### src/rtl/wb_regfile_if.sv
// Write-back / decode-port bundle of the register file.
// The master drives the W-stage and read indices; the slave returns operands, counters and trace.
interface wb_regfile_if;
  logic        RegWrite_w;
  logic [1:0]  ResultSrc_w;
  logic [31:0] ALUResult_w;
  logic [31:0] ReadData_w;
  logic [31:0] pcplus4_w;
  logic [31:0] pc_w;
  logic [4:0]  rd_w;
  logic        valid_w;
  logic [4:0]  rs1_d;
  logic [4:0]  rs2_d;
  logic [31:0] rd1_d;
  logic [31:0] rd2_d;
  logic [31:0] Result_w;
  logic [63:0] instret;
  logic [63:0] mcycle;
  logic        trace_valid;
  logic [31:0] trace_pc;
  logic [31:0] trace_wdata;
  logic [4:0]  trace_rd;

  modport master (
    output RegWrite_w, ResultSrc_w, ALUResult_w, ReadData_w, pcplus4_w, pc_w, rd_w, valid_w,
    output rs1_d, rs2_d,
    input  rd1_d, rd2_d, Result_w, instret, mcycle,
    input  trace_valid, trace_pc, trace_wdata, trace_rd
  );

  modport slave (
    input  RegWrite_w, ResultSrc_w, ALUResult_w, ReadData_w, pcplus4_w, pc_w, rd_w, valid_w,
    input  rs1_d, rs2_d,
    output rd1_d, rd2_d, Result_w, instret, mcycle,
    output trace_valid, trace_pc, trace_wdata, trace_rd
  );
endinterface

### src/rtl/wb_regfile.sv
// RV32 integer register file with write-back mux, write-through bypass,
// retire/cycle counters and a registered retire trace port.
module wb_regfile (
  input  logic         clk,
  input  logic         rst_n,
  wb_regfile_if.slave  bus
);

  localparam logic [31:0] BUBBLE_PC = 32'hFFFF_FFFF;

  logic [31:0] r_regs [1:31];
  logic [63:0] r_instret;
  logic [63:0] r_mcycle;
  logic        r_trace_valid;
  logic [31:0] r_trace_pc;
  logic [31:0] r_trace_wdata;
  logic [4:0]  r_trace_rd;

  logic [31:0] w_result;
  logic        w_retire;
  logic        w_write;
  logic [31:0] w_rd1;
  logic [31:0] w_rd2;

  // NOTE: every always_comb output gets a default first so no path leaves it unassigned (no latch).
  always_comb begin
    w_result = bus.ALUResult_w;
    case (bus.ResultSrc_w)
      2'b01:   w_result = bus.ReadData_w;
      2'b10:   w_result = bus.pcplus4_w;
      default: w_result = bus.ALUResult_w;
    endcase
  end

  assign w_retire = bus.valid_w && (bus.pc_w != BUBBLE_PC);
  // Gated by rst_n so the bypass is dead while the array is being cleared.
  assign w_write  = rst_n && w_retire && bus.RegWrite_w && (bus.rd_w != 5'd0);

  always_comb begin
    w_rd1 = 32'd0;
    if (bus.rs1_d != 5'd0) begin
      if (w_write && (bus.rd_w == bus.rs1_d)) w_rd1 = w_result;
      else                                    w_rd1 = r_regs[bus.rs1_d];
    end
  end

  always_comb begin
    w_rd2 = 32'd0;
    if (bus.rs2_d != 5'd0) begin
      if (w_write && (bus.rd_w == bus.rs2_d)) w_rd2 = w_result;
      else                                    w_rd2 = r_regs[bus.rs2_d];
    end
  end

  // NOTE: sequential state uses non-blocking assignments only, so every flop samples pre-edge values.
  always_ff @(posedge clk) begin
    if (!rst_n) begin
      // NOTE: the array is reset explicitly because architectural state must read zero after reset.
      for (int i = 1; i < 32; i++) r_regs[i] <= 32'd0;
      r_instret     <= 64'd0;
      r_mcycle      <= 64'd0;
      r_trace_valid <= 1'b0;
      r_trace_pc    <= 32'd0;
      r_trace_wdata <= 32'd0;
      r_trace_rd    <= 5'd0;
    end else begin
      r_mcycle      <= r_mcycle + 64'd1;
      r_trace_valid <= w_retire;
      if (w_write) r_regs[bus.rd_w] <= w_result;
      if (w_retire) begin
        r_instret     <= r_instret + 64'd1;
        r_trace_pc    <= bus.pc_w;
        r_trace_wdata <= w_result;
        r_trace_rd    <= bus.RegWrite_w ? bus.rd_w : 5'd0;
      end
    end
  end

  assign bus.Result_w    = w_result;
  assign bus.rd1_d       = w_rd1;
  assign bus.rd2_d       = w_rd2;
  assign bus.instret     = r_instret;
  assign bus.mcycle      = r_mcycle;
  assign bus.trace_valid = r_trace_valid;
  assign bus.trace_pc    = r_trace_pc;
  assign bus.trace_wdata = r_trace_wdata;
  assign bus.trace_rd    = r_trace_rd;

endmodule

### src/flat_wrapper.sv
// flat-port wrapper written by rule: the top's interface ports become plain ports
module wb_regfile_flat 
  (clk, rst_n, bus_RegWrite_w, bus_ResultSrc_w, bus_ALUResult_w, bus_ReadData_w, bus_pcplus4_w, bus_pc_w, bus_rd_w, bus_valid_w, bus_rs1_d, bus_rs2_d, bus_rd1_d, bus_rd2_d, bus_Result_w, bus_instret, bus_mcycle, bus_trace_valid, bus_trace_pc, bus_trace_wdata, bus_trace_rd);
  wb_regfile_if bus_i ();
  input  logic clk;
  input  logic rst_n;
  input wire logic [$bits(bus_i.RegWrite_w)-1:0] bus_RegWrite_w;
  input wire logic [$bits(bus_i.ResultSrc_w)-1:0] bus_ResultSrc_w;
  input wire logic [$bits(bus_i.ALUResult_w)-1:0] bus_ALUResult_w;
  input wire logic [$bits(bus_i.ReadData_w)-1:0] bus_ReadData_w;
  input wire logic [$bits(bus_i.pcplus4_w)-1:0] bus_pcplus4_w;
  input wire logic [$bits(bus_i.pc_w)-1:0] bus_pc_w;
  input wire logic [$bits(bus_i.rd_w)-1:0] bus_rd_w;
  input wire logic [$bits(bus_i.valid_w)-1:0] bus_valid_w;
  input wire logic [$bits(bus_i.rs1_d)-1:0] bus_rs1_d;
  input wire logic [$bits(bus_i.rs2_d)-1:0] bus_rs2_d;
  output wire logic [$bits(bus_i.rd1_d)-1:0] bus_rd1_d;
  output wire logic [$bits(bus_i.rd2_d)-1:0] bus_rd2_d;
  output wire logic [$bits(bus_i.Result_w)-1:0] bus_Result_w;
  output wire logic [$bits(bus_i.instret)-1:0] bus_instret;
  output wire logic [$bits(bus_i.mcycle)-1:0] bus_mcycle;
  output wire logic [$bits(bus_i.trace_valid)-1:0] bus_trace_valid;
  output wire logic [$bits(bus_i.trace_pc)-1:0] bus_trace_pc;
  output wire logic [$bits(bus_i.trace_wdata)-1:0] bus_trace_wdata;
  output wire logic [$bits(bus_i.trace_rd)-1:0] bus_trace_rd;
  assign bus_i.RegWrite_w = bus_RegWrite_w;
  assign bus_i.ResultSrc_w = bus_ResultSrc_w;
  assign bus_i.ALUResult_w = bus_ALUResult_w;
  assign bus_i.ReadData_w = bus_ReadData_w;
  assign bus_i.pcplus4_w = bus_pcplus4_w;
  assign bus_i.pc_w = bus_pc_w;
  assign bus_i.rd_w = bus_rd_w;
  assign bus_i.valid_w = bus_valid_w;
  assign bus_i.rs1_d = bus_rs1_d;
  assign bus_i.rs2_d = bus_rs2_d;
  assign bus_rd1_d = bus_i.rd1_d;
  assign bus_rd2_d = bus_i.rd2_d;
  assign bus_Result_w = bus_i.Result_w;
  assign bus_instret = bus_i.instret;
  assign bus_mcycle = bus_i.mcycle;
  assign bus_trace_valid = bus_i.trace_valid;
  assign bus_trace_pc = bus_i.trace_pc;
  assign bus_trace_wdata = bus_i.trace_wdata;
  assign bus_trace_rd = bus_i.trace_rd;
  wb_regfile u_core (.clk(clk), .rst_n(rst_n), .bus(bus_i));
endmodule
### config.mk
export PLATFORM = sky130hd
export DESIGN_NAME = wb_regfile_flat
export DESIGN_NICKNAME = d
export VERILOG_FILES = /design/src/rtl/wb_regfile_if.sv /design/src/rtl/wb_regfile.sv /design/src/flat_wrapper.sv
export SDC_FILE = /design/constraint.sdc
export NUM_CORES = 2
export LEC_CHECK = 0
export CORE_MARGIN = 2
export CORE_UTILIZATION = 30
export CTS_CLUSTER_SIZE = 30
export DETAILED_ROUTE_END_ITERATION = 7
export PLACE_DENSITY = 0.58
export SYNTH_ARGS = -nofsm -noshare
export SYNTH_HDL_FRONTEND = slang
export SYNTH_SLANG_ARGS = --single-unit
### constraint.sdc
create_clock -name clk -period 5.7 [get_ports clk]
set_input_delay 0.855 -clock clk [delete_from_list [all_inputs] [get_ports clk]]
set_output_delay 0.855 -clock clk [all_outputs]
set_load 0.02 [all_outputs]
After elaboration in Yosys (flattened, before gate mapping)
Memories as Yosys holds them, arrays and structs flattened.
Index checks and enable logic that the tools add are counted.
{"block": "op_classes", "addsub": 2, "eq_ne": 5, "mux": 13, "n_reduce_logical": 10}
{"operator": "$mux 32", "n": 5}
{"operator": "$add 64x1->64 const B", "n": 2}
{"operator": "$pmux 32 s2", "n": 1}
{"operator": "$ne 32x32->1 const B", "n": 1}
{"operator": "$reduce_or 32->1", "n": 1}
{"operator": "$reduce_bool 5->1", "n": 3}
{"operator": "$eq 5x5->1", "n": 2}
{"operator": "$mux 5", "n": 2}
{"operator": "$logic_and 1x1->1", "n": 6}
{"operator": "$mux 1", "n": 5}
{"operator": "$eq 2x1->1 const B", "n": 1}
{"operator": "$eq 2x2->1 const B", "n": 1}
{"block": "word_totals", "register_bits": 198, "mem_bits_rw": 992, "inputBits": 149, "out_inout_bits": 294, "wordCells": 37, "n_memories": 1}
{"memory": "u_core.r_regs", "depth": 31, "width": 32, "read_ports": 2, "rd_ports_with_merged_regs": 0, "wr": 31, "line_no": "wb_regfile.sv:11", "rtl": "logic [31:0] r_regs [1:31];"}

Depth between registers and ports, before layout
{"block": "depth", "depth_word": 10, "mapped_depth": 10, "ltp_nobuf": 8}

Worst setup path before layout
Ideal clock, no wire load.
{"block": "synth_path", "path_type": "in2reg", "from": "input port bus_rd_w[4]", "to": "memory u_core.r_regs[16][0], enable pin", "arrival_ns": 4.247, "required_time_ns": 5.234, "setup_slack_ns": 0.987, "stages": 5, "cell_sequence": "clkbuf_1 or3b_2 clkbuf_1 clkbuf_1 o21ai_0"}
{"element": "start, declared", "line_no": "flat_wrapper.sv:13", "rtl": "input wire logic [$bits(bus_i.rd_w)-1:0] bus_rd_w;"}
{"element": "end, declared", "line_no": "wb_regfile.sv:11"}

Worst setup path after layout
{"block": "layout_path", "from": "input port bus_rs1_d[2]", "to": "output port bus_rd1_d[14]"}
{"block": "layout_between", "elab_chain_cells": 4}
{"element": "start, declared", "line_no": "flat_wrapper.sv:15", "rtl": "input wire logic [$bits(bus_i.rs1_d)-1:0] bus_rs1_d;"}
{"element": "branches (longest 3 deep; another with $mem_v2 31x32)"}
{"element": "$mux 32 (*)", "line_no": "wb_regfile.sv:41", "rtl": "if (bus.rs1_d != 5'd0) begin"}
{"element": "end, declared", "line_no": "flat_wrapper.sv:17", "rtl": "output wire logic [$bits(bus_i.rd1_d)-1:0] bus_rd1_d;"}
Mark *: on every way between the ends.

==> flow_summary.ini <==
[setup_path]
crit_family = buffers and inverters
start_kind = primary input
crit_cells = 10
critical_path_class = primary input to output pin
ff2ff_setup_slack_ns = 2.82
crit_arrival_ns = 4.67
crit_slowest_cell = clkdlybuf4s50_1
slowest_delay_ns = 0.64
path_cells = clkdlybuf4s50_1 > buf_4 > xnor2_1 > nand3_1 > nor3_1 > and3_4 > buf_12 > nor3_1 > a211oi_1 > buf_4
critPathBufInv = 4
worst-path-max-fanout = 50
rr_endpoint = u_core.bus.mcycle[63]
worst_ep_required_time_ns = 4.85
r2r_cells = 6
worst_setup_path_end_kind = output pin
r2r_start = u_core.bus.mcycle[28]

[pwr]
p_leak_nw = 25.3
ir_worst_vdd_mv = 0.287
seqPwrFrac = 0.441
power.switching_mw = 6.62
comb_power_share = 0.155
cellPowerDensity_nw_per_um2 = 306
switching_share = 0.282
intPower_mw = 16.9
clockPowerShare = 0.404

[logic_synthesis]
synth-edff-count = 1024
ys_seq_area_frac = 0.552
synth-async-reset-ratio = 0
netlist_instances = 5095
syn_avg_cell_area_um2 = 12.3
syn-cell-area_um2 = 62900
synth_ff_type = edfxtp_1
synth_seq_cells = 1222
yosysUniqueCellTypes = 62
yosysWarnings = 0

[grt]
grt_pass1_wl_mm = 368
antenna_found_initial = 15
grt_pass1_vias = 48800
grt-ovfl-total = 0
grt_util_all_layers = 0.243
grt_max_degree = 126

[final_layout]
final_nets = 5544
final_cells = 8308
drive_gt1_frac = 0.181
final_area_um2 = 76800
area_growth_pct = 22.1

[place]
portBuffers = 442
gp_congestion = 0.928
place_inst = 8049
placed_area_um2 = 72000
dp_hpwl_mm = 170

[clock_network]
clk_latency_ns = 0.83
clk_pin_slew_ns = 0.06
hold_buffers = 0
clockBufferDepth = 3
cts.sinks = 1222
cts_root_buffer = clkbuf_16
cts_setup_buffers = 0
cts_resized = 1
cts_tree = yes
htree_levels = 4
cts_made_buffers = 145

[timing]
skew_ns = 0.0537
relSlewSlack = 0.188
setup-violations-final = 0
tns_ns = 0
worst_pin_slew_ns = 1.21
slew_violations = 0
hold_viol = 0
fmax_ghz = 0.181
fin_crit_sh = 0.970
period_needed_ns = 5.53
rsz0062_at_grt = false

[routing]
vias = 49100
drc = 0
firstDrtPassIters = 6
avgViaCountPerCell = 5.91
drt_iter0_drc = 6282
post_drt_wl_per_cell_um = 31.8
antenna_left = 0
drt_wl_total_mm = 264

[floorplan]
die_width_um = 462
io-pin-count = 443
fp-row-count = 168
die_y_um = 462
core_area_um2 = 209000
dieArea_um2 = 213000
start_util = 0.301

[hold_path]
min_from = u_core.bus.trace_pc[22]
worstHoldPathType = flop to flop
min_path_cells = 2
min_to = u_core.bus.trace_pc[22]

[status]
outcome = completed

[flow_run]
max_cap_viol_count = 0
## worst register-to-register path, stage by stage, from the launching register on
cell,delay [ns]
dfxtp_1,0.45
and4_1,0.28
and4_1,0.27
nand4_1,0.85
nor4_1,0.66
xnor2_1,0.17
nor2_1,0.05
## layout make-up
cell class,count,area (µm²)
well taps,2805,3510
flip-flops and latches,1222,34700
inverters,57,220
clock buffers,183,3830
multi-input cells,3277,26500
diodes,6,15.0
fillers,20300,132000
repair buffers,688,7020
clock inverters,70,952
## power by group through the flow
stage               Combinational, mW  Sequential [mW]  Clock [mW]
floorplan                        1.83             10.5           0
finish                           3.65             10.4        9.50
global placement                 3.59             10.5           0
detailed placement               3.60             10.5           0
global route                     3.78             10.4        9.91
CTS                              3.61             10.3        9.59
## state kept, by name (all words and copies together) (netlist names)
name / cells
u_core.r_regs: 1024
u_core.bus.mcycle: 64
u_core.bus.trace_rd: 5
u_core.bus.trace_valid: 1
u_core.bus.instret: 64
u_core.bus.trace_wdata: 32
u_core.bus.trace_pc: 32
## cell usage after synthesis, types with 4 or more instances
library cell | number | area, µm²
nand4_1 | 50 | 313
nand3_1 | 53 | 265
buf_2 | 167 | 836
and2_1 | 22 | 138
nor3_1 | 759 | 3800
or3_1 | 10 | 62.6
a22oi_1 | 218 | 1640
clkbuf_1 | 388 | 1460
mux4_2 | 382 | 8600
buf_1 | 14 | 52.6
edfxtp_1 | 1024 | 30700
nand3b_1 | 5 | 37.5
nand2_1 | 248 | 931
nand2b_1 | 5 | 31.3
nor2b_1 | 10 | 62.6
dfxtp_1 | 198 | 3960
xor2_1 | 64 | 561
inv_1 | 57 | 214
a211oi_1 | 68 | 510
and4_1 | 18 | 158
mux2i_1 | 348 | 3480
o221ai_1 | 62 | 543
ha_1 | 4 | 50.1
a21oi_1 | 147 | 736
nor4_1 | 17 | 106
nand4b_1 | 5 | 43.8
xnor2_1 | 59 | 517
o21ai_0 | 31 | 155
nor2_1 | 583 | 2190
and3_1 | 35 | 219
## cell usage in the layout, fill, tap and decap left out, types with 30 or more instances in the layout
| cell | n |
|---|---|
| xor2_1 | 64 |
| a21oi_4 | 32 |
| and3_1 | 30 |
| o221ai_1 | 62 |
| nor3_1 | 759 |
| nand4_1 | 50 |
| buf_12 | 69 |
| a22oi_1 | 218 |
| clkbuf_1 | 30 |
| edfxtp_1 | 1024 |
| mux2i_1 | 348 |
| mux4_2 | 382 |
| clkbuf_16 | 145 |
| a21oi_1 | 115 |
| nand3_1 | 49 |
| nand2_1 | 235 |
| clkdlybuf4s50_1 | 386 |
| xnor2_1 | 59 |
| a211oi_1 | 67 |
| nor2_1 | 580 |
| conb_1 | 32 |
| buf_4 | 228 |
| dfxtp_1 | 198 |
| inv_1 | 55 |
## per-layer routing
metal	track usage	up-vias	wire length (µm)	share of wire
li1	-	20100	-	-
met1	0.296	25000	95000	0.36
met2	0.384	3382	121000	0.46
met3	0.0836	638	33900	0.13
met4	0.116	14	13400	0.051
met5	0	-	93	0.00035
## kinds of logic (layout without fill, tap and decap cells)
family | after synthesis | in the layout | share of synthesized area
other | 1 | 38 | 0.0000596
AO/OA/AOI/OAI | 545 | 545 | 0.0602
AND/OR/NAND/NOR | 1841 | 1841 | 0.136
adder cells (fa/ha/maj) | 4 | 4 | 0.000796
multiplexers | 732 | 732 | 0.193
buffers and inverters | 627 | 998 | 0.0408
flip-flops | 1222 | 1222 | 0.552
XOR/XNOR | 123 | 123 | 0.0171
## how the worst max path moves through the flow
stage	startpoint	endpoint
3_3_place_gp	bus_rs1_d[2]	bus_rd1_d[17]
4_1_cts	bus_rs1_d[2]	bus_rd1_d[16]
5_1_grt	bus_rs1_d[2]	bus_rd1_d[16]
2_1_floorplan	bus_rd_w[4]	u_core.r_regs[16][0]
6_report	bus_rs1_d[2]	bus_rd1_d[14]
3_5_place_dp	bus_rs1_d[2]	bus_rd1_d[17]
## per-stage QoR
step                      worst slack [ns]  hold slack, ns  utilization  power (mW)
after floorplan                      0.987           0.533            -        12.3
after global placement              -0.184           0.442        0.345        14.1
after detailed placement            -0.197           0.448        0.345        14.1
after CTS                            0.107           0.456        0.367        23.5
after global routing                0.0462           0.471        0.367        24.1
final                                0.173           0.454        0.367        23.5
Power figures use the tool's default switching activity.
